`src/rtl/pipe_pkg.sv`:
```
// Shared constants and types for the pipeline stage register.
// Define PIPE_SKID_EN to build pipe_stage_reg with a registered-ready skid entry.
package pipe_pkg;
  localparam logic [31:0] NOP_INSTR  = 32'h00000013;  // addi x0, x0, 0
  localparam int          DATA_W_DEF = 133;
  localparam int          CTRL_W_DEF = 9;
  localparam int          CNT_W_DEF  = 16;

  typedef struct packed {
    logic       branch;
    logic       mem_read;
    logic       mem_write;
    logic       mem_to_reg;
    logic       alu_src;
    logic       reg_write;
    logic [2:0] alu_op;
  } ctrl_bundle_t;
endpackage

```
`src/rtl/pipe_stage_reg_if.sv`:
```
// Handshake bus of one pipeline stage: upstream beat, downstream beat, flush and bubble count.
interface pipe_stage_reg_if
  import pipe_pkg::*;
#(
  parameter int DATA_W = DATA_W_DEF,
  parameter int CTRL_W = CTRL_W_DEF,
  parameter int CNT_W  = CNT_W_DEF
);
  logic              in_valid;
  logic              in_ready;
  logic [DATA_W-1:0] in_data;
  logic [CTRL_W-1:0] in_ctrl;
  logic [31:0]       in_instr;
  logic              flush;
  logic              out_valid;
  logic              out_ready;
  logic [DATA_W-1:0] out_data;
  logic [CTRL_W-1:0] out_ctrl;
  logic [31:0]       out_instr;
  logic [CNT_W-1:0]  bubble_cnt;

  modport master (
    output in_valid, in_data, in_ctrl, in_instr, flush, out_ready,
    input  in_ready, out_valid, out_data, out_ctrl, out_instr, bubble_cnt
  );
  modport slave (
    input  in_valid, in_data, in_ctrl, in_instr, flush, out_ready,
    output in_ready, out_valid, out_data, out_ctrl, out_instr, bubble_cnt
  );
endinterface

```
`src/rtl/pipe_skid_buf.sv`:
```
// Spare beat entry behind a stalled main register; ready is registered (skid entry empty).
module pipe_skid_buf #(
  parameter int W = 8
) (
  input  logic         clock,
  input  logic         reset_n,
  input  logic         flush_i,
  input  logic         push_i,
  input  logic         pop_i,
  input  logic [W-1:0] d_i,
  output logic [W-1:0] q_o,
  output logic         vld_o,
  output logic         rdy_o
);
  logic [W-1:0] data_q;
  logic         vld_q, vld_d, rdy_q;

  always_comb begin
    vld_d = vld_q;
    if (flush_i || pop_i) vld_d = 1'b0;
    else if (push_i)      vld_d = 1'b1;
  end

  // Ready is computed from the next occupancy so it has no path from out_ready.
  always_ff @(posedge clock or negedge reset_n) begin
    if (!reset_n) begin
      vld_q  <= 1'b0;
      rdy_q  <= 1'b1;
      data_q <= '0;
    end else begin
      vld_q <= vld_d;
      rdy_q <= !vld_d;
      if (push_i && !flush_i) data_q <= d_i;
    end
  end

  assign q_o   = data_q;
  assign vld_o = vld_q;
  assign rdy_o = rdy_q;
endmodule

```
`src/rtl/pipe_stage_reg.sv`:
```
// Pipeline stage register with valid/ready, flush-to-bubble and saturating bubble counter.
// PIPE_SKID_EN adds a skid entry and makes in_ready a flop output.
module pipe_stage_reg
  import pipe_pkg::*;
#(
  parameter int DATA_W = DATA_W_DEF,
  parameter int CTRL_W = CTRL_W_DEF,
  parameter int CNT_W  = CNT_W_DEF
) (
  input  logic             clock,
  input  logic             reset_n,
  pipe_stage_reg_if.slave  bus
);
  localparam int BW = DATA_W + CTRL_W + 32;

  logic [DATA_W-1:0] data_q;
  logic [CTRL_W-1:0] ctrl_q;
  logic [31:0]       instr_q;
  logic              vld_q;
  logic [CNT_W-1:0]  cnt_q, cnt_d;
  logic              stall, in_fire, in_ready;
  logic              load;
  logic [BW-1:0]     load_beat;

  assign stall   = vld_q && !bus.out_ready;
  assign in_fire = bus.in_valid && in_ready;
  assign cnt_d   = (&cnt_q) ? cnt_q : cnt_q + 1'b1;

`ifdef PIPE_SKID_EN
  logic [BW-1:0] skid_beat;
  logic          skid_vld, skid_rdy;

  pipe_skid_buf #(.W(BW)) u_skid (
    .clock   (clock),
    .reset_n (reset_n),
    .flush_i (bus.flush),
    .push_i  (in_fire && stall),
    .pop_i   (skid_vld && !stall),
    .d_i     ({bus.in_data, bus.in_ctrl, bus.in_instr}),
    .q_o     (skid_beat),
    .vld_o   (skid_vld),
    .rdy_o   (skid_rdy)
  );

  // The skid entry is older than any incoming beat, so it drains first.
  assign in_ready  = skid_rdy;
  assign load      = !stall && (skid_vld || in_fire);
  assign load_beat = skid_vld ? skid_beat : {bus.in_data, bus.in_ctrl, bus.in_instr};
`else
  assign in_ready  = bus.flush || !vld_q || bus.out_ready;
  assign load      = in_fire;
  assign load_beat = {bus.in_data, bus.in_ctrl, bus.in_instr};
`endif

  // Flush keeps the data bundle so downstream hazard logic still sees valid indices.
  always_ff @(posedge clock or negedge reset_n) begin
    if (!reset_n) begin
      vld_q   <= 1'b0;
      data_q  <= '0;
      ctrl_q  <= '0;
      instr_q <= NOP_INSTR;
      cnt_q   <= '0;
    end else if (bus.flush) begin
      vld_q <= bus.in_valid;
      if (bus.in_valid) begin
        data_q  <= bus.in_data;
        ctrl_q  <= '0;
        instr_q <= NOP_INSTR;
        cnt_q   <= cnt_d;
      end
    end else if (load) begin
      vld_q                     <= 1'b1;
      {data_q, ctrl_q, instr_q} <= load_beat;
    end else if (!stall) begin
      vld_q <= 1'b0;
    end
  end

  assign bus.in_ready   = in_ready;
  assign bus.out_valid  = vld_q;
  assign bus.out_data   = data_q;
  assign bus.out_ctrl   = ctrl_q;
  assign bus.out_instr  = instr_q;
  assign bus.bubble_cnt = cnt_q;
endmodule

```
`src/flat_wrapper.sv`:
```
// flat-port wrapper written by rule: the top's interface ports become plain ports
module pipe_stage_reg_flat import pipe_pkg::*;
#(
  parameter int DATA_W = DATA_W_DEF,
  parameter int CTRL_W = CTRL_W_DEF,
  parameter int CNT_W  = CNT_W_DEF
)
  (clock, reset_n, bus_in_valid, bus_in_data, bus_in_ctrl, bus_in_instr, bus_flush, bus_out_ready, bus_in_ready, bus_out_valid, bus_out_data, bus_out_ctrl, bus_out_instr, bus_bubble_cnt);
  pipe_stage_reg_if #(.DATA_W(DATA_W), .CTRL_W(CTRL_W), .CNT_W(CNT_W)) bus_i ();
  input  logic clock;
  input  logic reset_n;
  input wire logic [$bits(bus_i.in_valid)-1:0] bus_in_valid;
  input wire logic [$bits(bus_i.in_data)-1:0] bus_in_data;
  input wire logic [$bits(bus_i.in_ctrl)-1:0] bus_in_ctrl;
  input wire logic [$bits(bus_i.in_instr)-1:0] bus_in_instr;
  input wire logic [$bits(bus_i.flush)-1:0] bus_flush;
  input wire logic [$bits(bus_i.out_ready)-1:0] bus_out_ready;
  output wire logic [$bits(bus_i.in_ready)-1:0] bus_in_ready;
  output wire logic [$bits(bus_i.out_valid)-1:0] bus_out_valid;
  output wire logic [$bits(bus_i.out_data)-1:0] bus_out_data;
  output wire logic [$bits(bus_i.out_ctrl)-1:0] bus_out_ctrl;
  output wire logic [$bits(bus_i.out_instr)-1:0] bus_out_instr;
  output wire logic [$bits(bus_i.bubble_cnt)-1:0] bus_bubble_cnt;
  assign bus_i.in_valid = bus_in_valid;
  assign bus_i.in_data = bus_in_data;
  assign bus_i.in_ctrl = bus_in_ctrl;
  assign bus_i.in_instr = bus_in_instr;
  assign bus_i.flush = bus_flush;
  assign bus_i.out_ready = bus_out_ready;
  assign bus_in_ready = bus_i.in_ready;
  assign bus_out_valid = bus_i.out_valid;
  assign bus_out_data = bus_i.out_data;
  assign bus_out_ctrl = bus_i.out_ctrl;
  assign bus_out_instr = bus_i.out_instr;
  assign bus_bubble_cnt = bus_i.bubble_cnt;
  pipe_stage_reg #(.DATA_W(DATA_W), .CTRL_W(CTRL_W), .CNT_W(CNT_W)) u_core (.clock(clock), .reset_n(reset_n), .bus(bus_i));
endmodule
```
`config.mk`:
```
export PLATFORM = sky130hd
export DESIGN_NAME = pipe_stage_reg_flat
export DESIGN_NICKNAME = d
export VERILOG_FILES = /design/src/rtl/pipe_pkg.sv /design/src/rtl/pipe_stage_reg_if.sv /design/src/rtl/pipe_skid_buf.sv /design/src/rtl/pipe_stage_reg.sv /design/src/flat_wrapper.sv
export SDC_FILE = /design/constraint.sdc
export NUM_CORES = 1
export LEC_CHECK = 0
export ABC_AREA = 1
export CORE_AREA = 8 8 146 148
export DETAILED_ROUTE_END_ITERATION = 8
export DIE_AREA = 0 0 154 156
export PLACE_DENSITY_LB_ADDON = 0.1
export SYNTH_ARGS = -nofsm -noshare
export SYNTH_HDL_FRONTEND = slang
export SYNTH_HIERARCHICAL = 1
export SYNTH_SLANG_ARGS = --single-unit
```
`constraint.sdc`:
```
create_clock -name clock -period 1.7 [get_ports clock]
set_input_delay 0.34 -clock clock [delete_from_list [all_inputs] [get_ports clock]]
set_output_delay 0.34 -clock clock [all_outputs]
set_load 0.01 [all_outputs]
```
==> out/qor_table.md, run 1 <==
| Step | Item | Reported |
|---|---|---|
| status | Status | finished, final reports clean |
| clocking | Number of buffers inserted during clock tree synthesis | 17 |
| synthesis | Adder and majority gate portion of the synthesized area | 0.00163 |
| synthesis | Simple-gate portion of the synthesized area | 0.328 |
| grt | Largest net degree at the start of global routing | 48 |
| grt | Leftover overflow at the end of global routing | 0 |
| drt | Total wire length after detailed routing | 26600 µm |
| setup path | Crit path launch type | flip-flop |
| die | Core Box Area | 19100 µm² |
| finish | Post-layout util | 0.664 |
| placement | Port Buffers | 370 |
| setup path | Worst reg2reg path startpoint | u_core/bus.bubble_cnt[1]$_DFFE_PN0P_ |
| sta | Slew HR | 0.702 |
| drt | DRC violations left | 0 |
| synthesis | Sequential area share after synthesis | 0.623 |
| synthesis | Largest family of logic cells by synthesized area | simple AND/OR/NAND/NOR gates |
| finish | Leading cell types in the layout, fill and taps excluded | sky130_fd_sc_hd__nand2_1, sky130_fd_sc_hd__clkdlybuf4s50_1, sky130_fd_sc_hd__dfrtp_1 |
| finish | Area taken by flip-flops and latches | 4790 µm² |
| setup path | Slowest cell on crit path | sky130_fd_sc_hd__clkdlybuf4s50_1 |
| synthesis | Synth Area in Compound Gates | 0.00196 |
| finish | Number of nets in the final layout | 1459 |
| synthesis | Cell count after synthesis | 898 |
| power | Maximum VDD drop | 662 µV |
| setup path | Largest delay contributor family on the critical path | buffers and inverters |
| sta | Max Fclk | 0.600 GHz |
| die | Width of the die | 154 µm |
| finish | Multi-input gate area | 2590 µm² |
| finish | Share of layout cells above drive strength 1 | 0.0666 |
| setup path | Reg-to-reg slack, setup | 0.16 ns |
| synthesis | Flip-flop and latch count after synthesis | 191 |
| placement | Weighted congestion at the end of routability-driven global placement | 0.796 |
| setup path | Worst path bufs/invs | 1 |
| sta | Count of final setup violators | 0 |
| sta | Minimum clock period after layout | 1.67 ns |
| clocking | Clock network latency to the later pin of the worst-skew pair | 0.42 ns |
| finish | Most common library cell in the layout ignoring fill and taps | sky130_fd_sc_hd__nand2_1 |
| finish | Area delta synth->final | 65.1% |
| placement | Pre-CTS worst setup slack | -0.225 ns |
| clocking | Clock input transition at the sequential cells of the worst setup and hold paths | 0.07 ns |
| setup path | Critical Path End Type | output pin |
| synthesis | Synthesis warning total | 6 |
| sta | Setup WS post-layout | 0.0338 ns |
| grt | Vias in the first global route | 7041 |
| setup path | Critical path launch point | u_core/bus.out_data[95]$_DFFE_PN0P_ |
| die | Boundary Pins | 371 |
| clocking | CTS sink cnt | 191 |
| power | Static Leakage | 0.00735 µW |
| setup path | Required arrival time at the worst endpoint | 1.36 ns |
| placement | Post-Place Cells | 1497 |
| setup path | List of cells traversed by the critical path | clkdlybuf4s50_1 |
| placement | Half-perimeter wire length after placement | 20000 µm |
| synthesis | Mux cell area share after synthesis | 0 |
| clocking | Clk root buf | sky130_fd_sc_hd__clkbuf_16 |
| sta | Final-report max-slew violation count | 0 |
| grt | Global-route wire length before repair | 40400 µm |
| drt | Detail-routed net length per standard cell | 17.4 µm |
| clocking | CTS H-tree lvls | 4 |
| sta | Worst clock skew | 0.00805 ns |
| die | Starting density of the core | 0.402 |
| drt | DRT iter0 DRCs | 313 |
| sta | Aggregate negative setup slack | 0 ns |
| sta | Setup repair after global routing missed its margin | no |
| synthesis | Mapped cell area | 7670 µm² |
| setup path | Endpoint arrival time on the critical path | 1.33 ns |
| clocking | Buffer count from post-CTS setup fixing | 0 |
| drt | Post-route antenna net violation count | 0 |
| grt | All-Layer GR Usage | 0.216 |
| synthesis | Average cell area after synthesis | 8.54 µm² |
| synthesis | Post-synthesis xor/xnor area fraction | 0.00457 |
| drt | Via count | 7105 |
| power | Power per unit of standard cell area | 935 nW/µm² |
| synthesis | Nets in the synthesized netlist | 1078 |
| clocking | CTS max path bufs | 2 |
| sta | Final Cycle Share | 0.980 |
| setup path | CP max FO | 2 |
| worst hold path | Class of the most critical hold timing path | in2async |
| drt | Vias per inst | 4.64 |
| finish | Non-filler instance count after layout | 1531 |
| clocking | CTS tree | done |
| drt | Count of TritonRoute iterations in the first routing pass | 4 |
| setup path | Biggest cell delay along the critical path | 0.55 ns |
| die | Area of the die | 24000 µm² |
| synthesis | Synth cell types | 24 |
| job | Max-cap viol count | 0 |
| grt | Antenna violations before repair | 2 |
| sta | Tightest Pin Transition | 0.448 ns |
| die | Chip height | 156 µm |
| finish | Layout fillers | 1660 |
| setup path | Classification of the worst setup path | reg2out |
| die | Standard-cell rows | 51 |
| sta | Final-report hold violation count | 0 |
## cell usage after synthesis
cell type | number | share of area
sky130_fd_sc_hd__nand2_1 | 544 | 0.27
sky130_fd_sc_hd__dfrtp_1 | 188 | 0.61
sky130_fd_sc_hd__nand3_1 | 61 | 0.040
sky130_fd_sc_hd__buf_2 | 36 | 0.023
sky130_fd_sc_hd__inv_1 | 20 | 0.0098
sky130_fd_sc_hd__nor2_1 | 15 | 0.0073
sky130_fd_sc_hd__nor2_4 | 4 | 0.0059
sky130_fd_sc_hd__buf_1 | 3 | 0.0015
sky130_fd_sc_hd__clkbuf_1 | 3 | 0.0015
sky130_fd_sc_hd__dfstp_2 | 3 | 0.010
sky130_fd_sc_hd__o21ai_0 | 3 | 0.0020
sky130_fd_sc_hd__xor2_1 | 3 | 0.0034
sky130_fd_sc_hd__buf_6 | 2 | 0.0029
sky130_fd_sc_hd__nand4_1 | 2 | 0.0016
sky130_fd_sc_hd__nor2_2 | 2 | 0.0016
sky130_fd_sc_hd__and2_1 | 1 | 0.00082
sky130_fd_sc_hd__buf_4 | 1 | 0.00098
sky130_fd_sc_hd__ha_1 | 1 | 0.0016
sky130_fd_sc_hd__inv_2 | 1 | 0.00049
sky130_fd_sc_hd__nand2_2 | 1 | 0.00082
sky130_fd_sc_hd__nand2_4 | 1 | 0.0015
sky130_fd_sc_hd__nand3b_1 | 1 | 0.00098
sky130_fd_sc_hd__nor3_2 | 1 | 0.0013
sky130_fd_sc_hd__xnor2_1 | 1 | 0.0011
## power breakdown
part / total, µW / leakage [µW] / internal [µW] / switching (µW)
registers: 5320 / 0.00238 / 5040 / 276
clock network: 3900 / 0.000264 / 2070 / 1830
logic: 2630 / 0.00471 / 1380 / 1250
total: 11800 / 0.00735 / 8490 / 3360
## per-stage QoR
stage | total power, µW | hold slack [ns] | instance area, µm²
after floorplan | 6310 | 0.0444 | 7670
after global placement | 8200 | 0.331 | 11900
after detailed placement | 8250 | 0.327 | 11900
after CTS | 12000 | 0.422 | 12400
after global routing | 12400 | 0.424 | 12700
final | 11800 | 0.419 | 12700
## logic make-up after synthesis
| group | Yosys count |
|---|---|
| flops | 191 |
| simple gates | 633 |
| fa+ha+maj | 1 |
| buf+inv | 66 |
| compound gates | 3 |
| xor+xnor | 4 |
## flip-flops by register name, summed over array words and instances, names as in the netlist
signal,cells
u_core/bus.out_instr,32
u_core/bus.out_valid,1
u_core/bus.bubble_cnt,16
u_core/bus.out_ctrl,9
u_core/bus.out_data,133
## final cells by class
class	count	share of cell area
timing repair buffer	407	0.343
multi-input combinational	641	0.205
tap	238	0.0235
clock inverter	12	0.0102
sequential	191	0.378
clock buffer	20	0.0345
antenna	1	0.000198
inverter	21	0.00642
## routing by layer
layer / track usage / part of all wire
met5: 0 / 0.00049
met4: 0.103 / 0.035
met3: 0.0601 / 0.062
met2: 0.373 / 0.51
met1: 0.244 / 0.40
## path summary, 6_finish.rpt
path,to,cells after the start
min reg2reg,u_core/bus.out_data[43]$_DFFE_PN0P_,2
max in group asynchronous,u_core/bus.out_instr[5]$_DFFE_PN0P_,3
min,u_core/bus.out_data[123]$_DFFE_PN0P_,2
max reg2reg,u_core/bus.bubble_cnt[13]$_DFFE_PN0P_,9
min in group clock,u_core/bus.out_data[83]$_DFFE_PN0P_,3
max,bus_out_data[95],1
## what timing repair did
action / 4_1_cts / 5_1_grt
gates resized for setup: 76 / 90
hold endpoints to repair: 41 / 0
endpoints found under the setup margin: 72 / 94
hold buffers: 1 / 0
No activity file was read; power rests on OpenSTA's default activity.
==> run 2, diff against run 1 <==
Settings changed: CTS_CLUSTER_SIZE set to 25, RECOVER_POWER set to 25, SLEW_MARGIN set to 20.
==> run 2 against run 1 <==
  * Wire length down 0.11%
  * Combinational power barely moved
  * First-iteration DRC count up 6.1%
  * Fmax about the same
  * Setup slack hardly changed
  * Flip-flop and latch count unchanged
  * Final area down 0.30%
  * Non-clock buffer count unchanged
  * Count of clock-buffer cells in the layout unchanged
  * Clock power about the same
  * Global-route usage stayed put
  * Critical endpoint unchanged
  * Highest routed layer unchanged
==> out/qor_table.md, run 2 (synthesis results as in run 1) <==
| Step | Item | Reported | Change |
|---|---|---|---|
| status | Status | finished, final reports clean |  |
| die | Chip height | 156 µm | unchanged |
| placement | Post-Place Cells | 1497 | unchanged |
| grt | M2 GR Usage | 0.373 | unchanged |
| setup path | Worst path bufs/invs | 1 | unchanged |
| sta | Final-report max-slew violation count | 0 | unchanged |
| setup path | Critical Path End Type | output pin |  |
| die | Boundary Pins | 371 | unchanged |
| grt | Largest net degree at the start of global routing | 48 | unchanged |
| setup path | List of cells traversed by the critical path | clkdlybuf4s50_1 |  |
| power | Int Pwr | 8480 µW | -0.12% |
| worst hold path | Sink of the worst hold path | u_core/bus.out_data[83]$_DFFE_PN0P_ |  |
| placement | Half-perimeter wire length after placement | 20000 µm | unchanged |
| sta | Slew HR | 0.524 | -0.177 |
| job | Max-cap viol count | 0 | unchanged |
| die | Standard-cell rows | 51 | unchanged |
| power | Switching share of total power | 0.284 | +0.000301 |
| power | Static Leakage | 0.00733 µW | -0.22% |
| clocking | Clock input transition at the sequential cells of the worst setup and hold paths | 0.07 ns | about the same |
| setup path | Reg-to-reg slack, setup | 0.16 ns | about the same |
| setup path | Required arrival time at the worst endpoint | 1.36 ns | about the same |
| setup path | Biggest cell delay along the critical path | 0.55 ns | about the same |
| setup path | Number of cells on the worst reg-to-reg path | 9 | unchanged |
| placement | Placement Cell Area | 11900 µm² | unchanged |
| clocking | Clock network latency to the later pin of the worst-skew pair | 0.42 ns | about the same |
| grt | Met1 Resource Use GR | 0.244 | unchanged |
| clocking | CTS max path bufs | 2 | unchanged |
| finish | Number of nets in the final layout | 1459 | unchanged |
| clocking | CTS H-tree lvls | 4 | unchanged |
| clocking | CTS tree | done |  |
| setup path | Slowest cell on crit path | sky130_fd_sc_hd__clkdlybuf4s50_1 |  |
| sta | Worst clock skew | 0.00771 ns | -0.000345 ns |
| sta | Count of final setup violators | 0 | unchanged |
| power | Combinational share of power | 0.221 | about the same |
| grt | Layer with the highest usage after global routing | met2 |  |
| sta | Max Fclk | 0.600 GHz | about the same |
| drt | DRT iter0 DRCs | 332 | +6.1% |
| power | Maximum VDD drop | 664 µV | +0.27% |
| drt | DRC violations left | 0 | unchanged |
| worst hold path | Class of the most critical hold timing path | in2reg |  |
| clocking | Clk root buf | sky130_fd_sc_hd__clkbuf_16 |  |
| drt | Detail-routed net length per standard cell | 17.3 µm | -0.11% |
| worst hold path | Min-Delay Path Depth | 3 |  |
| grt | Vias in the first global route | 7041 | unchanged |
| sta | Minimum clock period after layout | 1.67 ns | +0.000272 ns |
| die | Core Box Area | 19100 µm² | unchanged |
| grt | All-Layer GR Usage | 0.216 | unchanged |
| drt | Total wire length after detailed routing | 26600 µm | -0.11% |
| grt | Global-route wire length before repair | 40400 µm | unchanged |
| placement | Port Buffers | 370 | unchanged |
| grt | GR Util met3 | 0.0601 | unchanged |
| setup path | Largest delay contributor family on the critical path | buffers and inverters |  |
| die | Starting density of the core | 0.402 | unchanged |
| sta | Tightest Pin Transition | 0.714 ns | +0.266 ns |
| drt | Via count | 7088 | -0.24% |
| setup path | Crit path launch type | flip-flop |  |
| sta | Final Cycle Share | 0.980 | about the same |
| finish | Leading cell types in the layout, fill and taps excluded | sky130_fd_sc_hd__nand2_1, sky130_fd_sc_hd__clkdlybuf4s50_1, sky130_fd_sc_hd__dfrtp_1 |  |
| setup path | Endpoint arrival time on the critical path | 1.33 ns | about the same |
| setup path | Worst reg2reg path startpoint | u_core/bus.bubble_cnt[1]$_DFFE_PN0P_ |  |
| worst hold path | Worst hold start | bus_in_data[83] |  |
| clocking | Number of buffers inserted during clock tree synthesis | 17 | unchanged |
| power | Flop pwr share | 0.449 | about the same |
| finish | Cell area after layout | 12600 µm² | -0.30% |
| setup path | Endpoint of the most critical register-to-register path | u_core/bus.bubble_cnt[15]$_DFFE_PN0P_ |  |
| finish | Most common library cell in the layout ignoring fill and taps | sky130_fd_sc_hd__nand2_1 |  |
| die | Area of the die | 24000 µm² | unchanged |
| setup path | Classification of the worst setup path | reg2out |  |
| power | Power per unit of standard cell area | 937 nW/µm² | +0.22% |
| sta | Final-report hold violation count | 0 | unchanged |
| grt | Antenna violations before repair | 2 | unchanged |
| clocking | CTS sink cnt | 191 | unchanged |
| grt | Leftover overflow at the end of global routing | 0 | unchanged |
| power | Net switching component of the power | 3360 µW | about the same |
| drt | Vias per inst | 4.63 | -0.24% |
| sta | Setup repair after global routing missed its margin | no |  |
| setup path | CP max FO | 2 | unchanged |
| finish | Area delta synth->final | 64.6% |  |
| finish | Share of layout cells above drive strength 1 | 0.0658 | -0.000774 |
| die | Width of the die | 154 µm | unchanged |
| power | Clock network fraction of design power | 0.330 | about the same |
| drt | Post-route antenna net violation count | 0 | unchanged |
| placement | Weighted congestion at the end of routability-driven global placement | 0.796 | unchanged |
| finish | Number of flip-flops under the largest register name | 133 | unchanged |
| finish | Non-filler instance count after layout | 1531 | unchanged |
| drt | Count of TritonRoute iterations in the first routing pass | 4 | unchanged |
-- run 2: final cells by class --
type,count,area [µm²]
fill,1665,6450
sequential,191,4790
timing repair buffer,407,4300
multi-input combinational,641,2590
clock buffer,20,437
tap,238,298
clock inverter,12,129
inverter,21,81.3
antenna,1,2.50
-- run 2: metal layers --
layer  part of all wire  routed length (µm)  vias up
met5            0.00049                  13        -
met4              0.035                 932        2
met1               0.40               10500     3295
met3              0.062                1650       52
li1                   -                   -     3502
met2               0.51               13400      237
-- run 2: per-stage QoR --
stage,hold WS (ns),setup TNS [ns],total power (µW),setup WS [ns],util
3_3_place_gp,0.331,-25.10,8200,-0.199,0.626
2_1_floorplan,0.0444,0,6310,0.184,-
3_5_place_dp,0.327,-26.88,8250,-0.225,0.626
5_1_grt,0.424,0,12400,0.000347,0.662
6_report,0.442,0,11800,0.0335,0.662
4_1_cts,0.422,0,12000,0.0000828,0.652
-- run 2: how the worst max path moves through the flow --
stage | end | cells past startpoint | from
6_report | bus_out_data[95] | 1 | u_core/bus.out_data[95]$_DFFE_PN0P_
5_1_grt | bus_out_data[66] | 1 | u_core/bus.out_data[66]$_DFFE_PN0P_
4_1_cts | bus_out_data[118] | 1 | u_core/bus.out_data[118]$_DFFE_PN0P_
3_5_place_dp | u_core/bus.out_instr[13]$_DFFE_PN0P_ | 10 | bus_out_ready
3_3_place_gp | u_core/bus.out_instr[15]$_DFFE_PN0P_ | 10 | bus_out_ready
2_1_floorplan | u_core/bus.bubble_cnt[12]$_DFFE_PN0P_ | 9 | u_core/bus.bubble_cnt[0]$_DFFE_PN0P_
-- run 2: timing repair --
item                       CTS  global route
resized for setup           76            90
setup endpoints to repair   72            94
hold endpoints to repair    41             0
setup buffers                0             0
hold buffers                 1             0
-- run 2: power groups by stage --
stage                     logic, µW  registers, µW  clock network (µW)
after global placement         2810           5400                   0
final                          2610           5320                3910
after global routing           2840           5380                4200
after CTS                      2720           5330                4000
after detailed placement       2830           5410                   0
after floorplan                 668           5640                   0
